### config.mk
export PLATFORM = sky130hd
export DESIGN_NAME = shift_sequencer
export DESIGN_NICKNAME = d
export VERILOG_FILES = /design/src/rtl/shift_sequencer.sv
export SDC_FILE = /design/constraint.sdc
export NUM_CORES = 1
export LEC_CHECK = 0
export ABC_AREA = 1
export CAP_MARGIN = 30
export CORE_AREA = 2 2 102 104
export DETAILED_ROUTE_END_ITERATION = 16
export DIE_AREA = 0 0 104 106
export PLACE_DENSITY = 0.63
export SETUP_SLACK_MARGIN = 0.5
export SLEW_MARGIN = 20
export SYNTH_ARGS = -nofsm -noshare
export SYNTH_HDL_FRONTEND = slang
export SYNTH_SLANG_ARGS = --single-unit
### constraint.sdc
create_clock -name clk -period 3.1 [get_ports clk]
set_clock_uncertainty 0.1 [all_clocks]
set_input_delay 0.62 -clock clk [delete_from_list [all_inputs] [get_ports clk]]
set_output_delay 0.62 -clock clk [all_outputs]
set_load 0.02 [all_outputs]
### src/rtl/shift_sequencer.sv
// shift_sequencer: iterative 32-bit shifter moving STEP bit positions per cycle, valid/ready on both sides.
// Optional macro SHIFT_SEQ_PERF_EN adds a free-running count of SHIFT cycles on perf_cycles.
module shift_sequencer #(
   parameter int STEP = 1
) (
   input  logic        clk,
   input  logic        rst_n,
   input  logic        in_valid,
   output logic        in_ready,
   input  logic [31:0] A,
   input  logic [31:0] B,
   input  logic [1:0]  Shiftop,
   output logic        out_valid,
   input  logic        out_ready,
   output logic [31:0] Result,
   output logic [31:0] perf_cycles
);
   typedef enum logic [1:0] {IDLE = 2'd0, SHIFT = 2'd1, DONE = 2'd2} state_e;

   localparam logic [4:0] STEP_AMT = 5'(STEP);
   localparam logic [1:0] OP_SLL   = 2'b00;
   localparam logic [1:0] OP_ILL   = 2'b01;
   localparam logic [1:0] OP_SRL   = 2'b10;
   localparam logic [1:0] OP_SRA   = 2'b11;

   state_e      state_q, state_d;
   logic [31:0] data_q, data_d;
   logic [4:0]  rem_q, rem_d;
   logic [1:0]  op_q, op_d;
   logic [4:0]  step_s;
   logic [4:0]  rem_next_s;
   logic [31:0] shifted_s;
   logic        accept_s;
   logic        unused_b_s;

   assign unused_b_s = ^B[31:5];
   assign accept_s   = in_valid & in_ready;
   assign Result     = data_q;

   // One shift step: the last step is shortened so the total never overshoots B[4:0].
   always_comb begin
      step_s     = (rem_q < STEP_AMT) ? rem_q : STEP_AMT;
      rem_next_s = rem_q - step_s;
      case (op_q)
         OP_SLL:  shifted_s = data_q << step_s;
         OP_SRL:  shifted_s = data_q >> step_s;
         OP_SRA:  shifted_s = 32'($signed(data_q) >>> step_s);
         default: shifted_s = data_q;
      endcase
   end

   // State register
   always_ff @(posedge clk or negedge rst_n) begin
      if (!rst_n) begin
         state_q <= IDLE;
      end else begin
         state_q <= state_d;
      end
   end

   // Next-state and datapath load; DONE with out_ready behaves like IDLE so a new op lands with no bubble.
   always_comb begin
      state_d = state_q;
      data_d  = data_q;
      rem_d   = rem_q;
      op_d    = op_q;
      case (state_q)
         IDLE, DONE: begin
            if (accept_s) begin
               op_d  = Shiftop;
               rem_d = B[4:0];
               if (Shiftop == OP_ILL) begin
                  data_d  = 32'd0;
                  state_d = DONE;
               end else if (B[4:0] == 5'd0) begin
                  data_d  = A;
                  state_d = DONE;
               end else begin
                  data_d  = A;
                  state_d = SHIFT;
               end
            end else if ((state_q == DONE) && out_ready) begin
               state_d = IDLE;
            end else begin
               state_d = state_q;
            end
         end
         SHIFT: begin
            data_d = shifted_s;
            rem_d  = rem_next_s;
            if (rem_next_s == 5'd0) begin
               state_d = DONE;
            end else begin
               state_d = SHIFT;
            end
         end
         default: begin
            state_d = IDLE;
         end
      endcase
   end

   // Handshake outputs
   always_comb begin
      in_ready  = 1'b0;
      out_valid = 1'b0;
      case (state_q)
         IDLE: begin
            in_ready = 1'b1;
         end
         SHIFT: begin
            in_ready = 1'b0;
         end
         DONE: begin
            out_valid = 1'b1;
            in_ready  = out_ready;
         end
         default: begin
            in_ready  = 1'b0;
            out_valid = 1'b0;
         end
      endcase
   end

   // Datapath registers
   always_ff @(posedge clk or negedge rst_n) begin
      if (!rst_n) begin
         data_q <= 32'd0;
         rem_q  <= 5'd0;
         op_q   <= 2'b00;
      end else begin
         data_q <= data_d;
         rem_q  <= rem_d;
         op_q   <= op_d;
      end
   end

`ifdef SHIFT_SEQ_PERF_EN
   logic [31:0] perf_q, perf_d;

   assign perf_d      = (state_q == SHIFT) ? (perf_q + 32'd1) : perf_q;
   assign perf_cycles = perf_q;

   // SHIFT-cycle counter, wraps naturally at 2^32
   always_ff @(posedge clk or negedge rst_n) begin
      if (!rst_n) begin
         perf_q <= 32'd0;
      end else begin
         perf_q <= perf_d;
      end
   end
`else
   assign perf_cycles = 32'd0;
`endif

endmodule

# Yosys cells after proc, flatten, opt, wreduce, memory -nomap -nowiden
# Index checks and enable logic that the tools add are counted.
[totals]
ff_bits = 41
latch_bits = 0
mem_bits_rw = 0
rom_bits = 0
in_bits = 70
word_cells = 43
n_memories = 0
[op_classes]
n_addsub = 1
n_mul = 0
div_mod_pow = 0
order_cmp = 1
eq_ne = 8
shifts = 3
n_mux = 15
bitwise = 1
reduce_logical = 10
[ops]
columns = ["op", "n"]
rows = [
  ["one-hot mux 32 bit (3 select lines)", 1],
  ["2-to-1 mux 32 bit", 2],
  ["one-hot mux 32 bit (2 select lines)", 1],
  ["<< shifter 32 x 5 -> 32 bit", 1],
  ["right shift 32 x 5 -> 32 bit", 1],
  [">>> shifter 32 x 5 -> 32 bit", 1],
  ["logical NOT 5 bit", 2],
  ["2-to-1 mux 2 bit", 5],
  ["2-to-1 mux 5 bit", 2],
  ["one-hot mux 5 bit (2 select lines)", 1],
  ["equality test 2 bit (second input constant)", 3],
  ["less-than comparator 5 x 1 -> 1 bit (second input constant)", 1],
  ["subtractor 5 bit", 1],
  ["equality test 2 x 1 -> 1 bit (second input constant)", 2],
  ["logical NOT 2 bit", 2],
  ["!= test 4 x 1 -> 1 bit (second input constant)", 1],
  ["one-hot mux 2 bit (2 select lines)", 1],
  ["AND reduction 2 bit", 2],
  ["!= test 3 bit (second input constant)", 1],
  ["AND reduction 3 bit", 1],
  ["!= test 2 bit (second input constant)", 1],
  ["one-hot mux 1 bit (2 select lines)", 1],
  ["nonzero test 2 bit", 1],
  ["OR reduction 2 bit", 1],
  ["3 further kinds", 3],
]

# Longest topological paths before layout
[depth]
ltp_word = 6
ltp_mapped = 12

# Worst setup path before layout
# No wires, ideal clock.
[synth_path]
kind = "input to register"
from = "in out_ready"
to = "reg data_q[4] (netlist: Result[4])"
setup_time_ns = 0.121
t_arrival_ns = 1.425
required_ns = 2.879
setup_slack_ns = 1.454
stages = 8
n_path_buf = 1
cell_sequence = "inv_1 nand2_1 nand3_2 nand2_2 nand3_4 buf_4 nand2_1 o21ai_1"
[synth_between]
elab_chain_len = 4
[synth_lines]
columns = ["element", "line", "text"]
rows = [
  ["from (decl)", "14", "input logic out_ready,"],
  ["one-hot mux 1 bit (2 select lines)", "107", "case (state_q)"],
  ["AND 1 bit", "37", "assign accept_s = in_valid & in_ready;"],
  ["!= test 2 bit (no source line)", "n/a", ""],
  ["AND reduction 3 bit (no source line)", "n/a", ""],
  ["to (signal assigned)", "132", "data_q <= data_d;"],
  ["to (decl)", "27", "logic [31:0] data_q, data_d;"],
]
# No other way between the ends.
# A chain may end at the register's enable or synchronous reset.

# Worst setup path after layout
[layout_path]
from = "in out_ready"
to = "out in_ready"
[layout_between]
elab_chain_len = 1
[layout_lines]
columns = ["element", "line", "text"]
rows = [
  ["one-hot mux 1 bit (2 select lines)", "107", ""],
  ["to (decl)", "9", "output logic in_ready,"],
]
# No other way between the ends.

==> impl_metrics.toml <==
[die]
pin_count = 136
core-area_um2 = 10000
num_rows = 37
start_util_pct = 29.2
die_h_um = 106
die_w_um = 104
die_area_um2 = 11000

[logic_synthesis]
syn-cell-area_um2 = 2920
synth_area_per_cell_um2 = 6.83
synth_largest_area_cell = "dfrtp_1"
yosysTopAreaCellShare_pct = 35.2
synth_area_leaders = "dfrtp_1 (35%), nand2_1 (19%), nand3_1 (14%), buf_4 (9.0%), inv_1 (4.4%)"
ys_seq_area_share_pct = 35.2
synthCells = 427
ys.warnings.count = 0
ys_types = 28
synth-seq-cells = 41

[clock_network]
insertion_delay_ns = 0.30
clockRootBuffer = "clkbuf_8"
post_cts_buffers = 0
max-clock-path-buffers = 2
h-tree-depth = 2
cts-resized-gates = 1
hold_buffers = 0
tritoncts = "yes"
clock-sinks = 41
numCtsBuffers = 5
clkTransAtPathRegs_ns = 0.08

[global_route]
grt_use_met1_pct = 20.3
use_met2_pct = 25.0
use_met3_pct = 3.00
grt-ovfl-total = 0
grt_pass1_wl_um = 13800
grt_max_degree = 41
busiest_layer = "met2"
gr-usage-all-layers_pct = 15.2
grt_antenna_before_repair = 0
grt_pass1_vias = 2724

[layout]
final_cells = 630
final_common_cell = "nand2_1"
mostFrequentLayoutCells = "nand2_1 (146), nand3_1 (82), clkdlybuf4s50_1 (74), dfrtp_1 (41), inv_1 (34)"
num_antenna_cells = 0
layout.nets = 566
drive_gt1_share_pct = 6.07
syn2layout_area_growth_pct = 29.1

[worst_setup_path]
path_cells = "clkdlybuf4s50_1 -> inv_1 -> nand2_1 -> nand2_1 -> inv_1 -> dlygate4sd2_1"
crit_required_ns = 2.38
cpLargestDelayFamily = "buffers and inverters"
max_stage_delay_ns = 0.46
critPathMaxFanout = 2
critPathBufInv = 4
cp.arrival_ns = 1.62
critPathKind = "input pin to output pin"
crit_slowest_cell = "clkdlybuf4s50_1"
cp-end-kind = "output pin"
cp-start-kind = "input pin"

[drt]
ant_nets = 0
viasPerCell = 4.65
wl_per_cell_um = 13.2
drtIter0Drc = 190
first_pass_iters = 5
drt_wl_total_um = 8320
via_count = 2930
drc_errors = 0

[sta]
layout_min_cycle_time_ns = 2.34
drv_slew = 0
finalSetupTns_ns = 0
fmax_mhz = 428
worst_slack_ns = 0.764
hold_viol_final = 0
finalSetupViolCount = 0
relSlewSlack_pct = 56.2
period_share_pct = 75.4
worstMarginPinSlew_ns = 0.656
rsz0062_at_grt = "no"

[pwr]
power.internal_mw = 1.98
pwr-share-clk_pct = 10.5
p_per_area_nw_per_um2 = 1090
leakage_nw = 1.86
pwr-share-comb_pct = 62.7
p_sw_mw = 2.12
switching_share_pct = 51.7
peakVddDrop_uv = 337
seq_power_share_pct = 26.8

[place]
gp_congestion = 0.824
port-buffer-count = 76
placed_cells = 623
dp_hpwl_um = 5880
pre_cts_ws_ns = 0.481

[run]
max_cap_violations = 0

[min_path]
hold_class = "input pin to asynchronous set/reset pin"

[run_status]
status = "complete, no violations"
[final timing paths]
kind / slack (ns) / startpoint / endpoint / cells after the start
worst max-delay path: 0.76 / out_ready / in_ready / 6
worst min-delay path: 0.19 / rst_n / rem_q[1]$_DFFE_PN0P_ / 1
worst max register to register: 0.97 / op_q[1]$_DFFE_PN0P_ / Result[3]$_DFFE_PN0P_ / 8
worst min register to register: 0.43 / Result[2]$_DFFE_PN0P_ / Result[2]$_DFFE_PN0P_ / 2
max in group asynchronous: 2.21 / rst_n / Result[24]$_DFFE_PN0P_ / 2
min in group clk: 0.43 / Result[2]$_DFFE_PN0P_ / Result[2]$_DFFE_PN0P_ / 2
[power groups by stage]
stage	combinational [mW]	clock, mW	sequential [mW]
after CTS	2.59	0.438	1.10
after detailed placement	2.59	0	1.10
after global routing	2.89	0.460	1.14
after global placement	2.54	0	1.09
final	2.57	0.431	1.10
after floorplan	1.66	0	1.24
[cell type report]
cell class | count | area (um^2)
clock buffer | 5 | 68.8
fill | 1060 | 6230
timing repair buffer | 80 | 805
tap | 136 | 170
clock inverter | 2 | 35.0
multi-input combinational | 327 | 1510
inverter | 39 | 156
sequential | 41 | 1030
[routing by layer]
| layer | wire [um] | up-vias | part of all wire, % |
|---|---|---|---|
| li1 | - | 1441 | - |
| met1 | 3780 | 1358 | 45 |
| met2 | 3940 | 121 | 47 |
| met3 | 504 | 10 | 6.1 |
| met4 | 102 | 0 | 1.2 |
| met5 | 0 | - | 0 |
[sequential cells by signal (all words and copies together), names as in the netlist]
name	flops
state_q	2
op_q	2
rem_q	5
Result	32
[cell families (layout without fill, tap and decap cells)]
kind of cell    after synthesis  after routing  share of synthesized area, %
fa+ha+maj                     2              2                         0.857
compound gates               34             34                          7.12
simple gates                259            259                          39.5
buf+inv                      90            126                          17.2
other cells                   1             32                         0.129
flops                        41             41                          35.2
[through the flow]
step | util, % | cell area [um^2] | hold WS [ns] | power, mW
3_3_place_gp | 36.4 | 3640 | 0.408 | 3.63
3_5_place_dp | 36.6 | 3660 | 0.413 | 3.69
2_1_floorplan | - | 3030 | 0.224 | 2.90
6_report | 37.7 | 3770 | 0.193 | 4.10
4_1_cts | 37.7 | 3770 | 0.206 | 4.13
5_1_grt | 37.7 | 3770 | 0.213 | 4.49
[cells in the mapped netlist]
cell        n
a22oi_1     1
buf_6       2
inv_2       2
nand4_2     1
or2_2       1
nand2_1   146
nand3_4     2
nand3_1    82
inv_6       1
clkbuf_1    7
o221ai_1    4
o211ai_1    8
ha_1        2
conb_1      1
nor2_4      2
nand2_2     4
nor2_2      2
buf_2       7
buf_4      35
dfrtp_1    41
a21oi_1     4
nand3_2     1
o21ai_1     4
nand4_1     1
inv_4       2
nor2_1     17
inv_1      34
o21ai_0    13
Power figures use the tool's default switching activity.
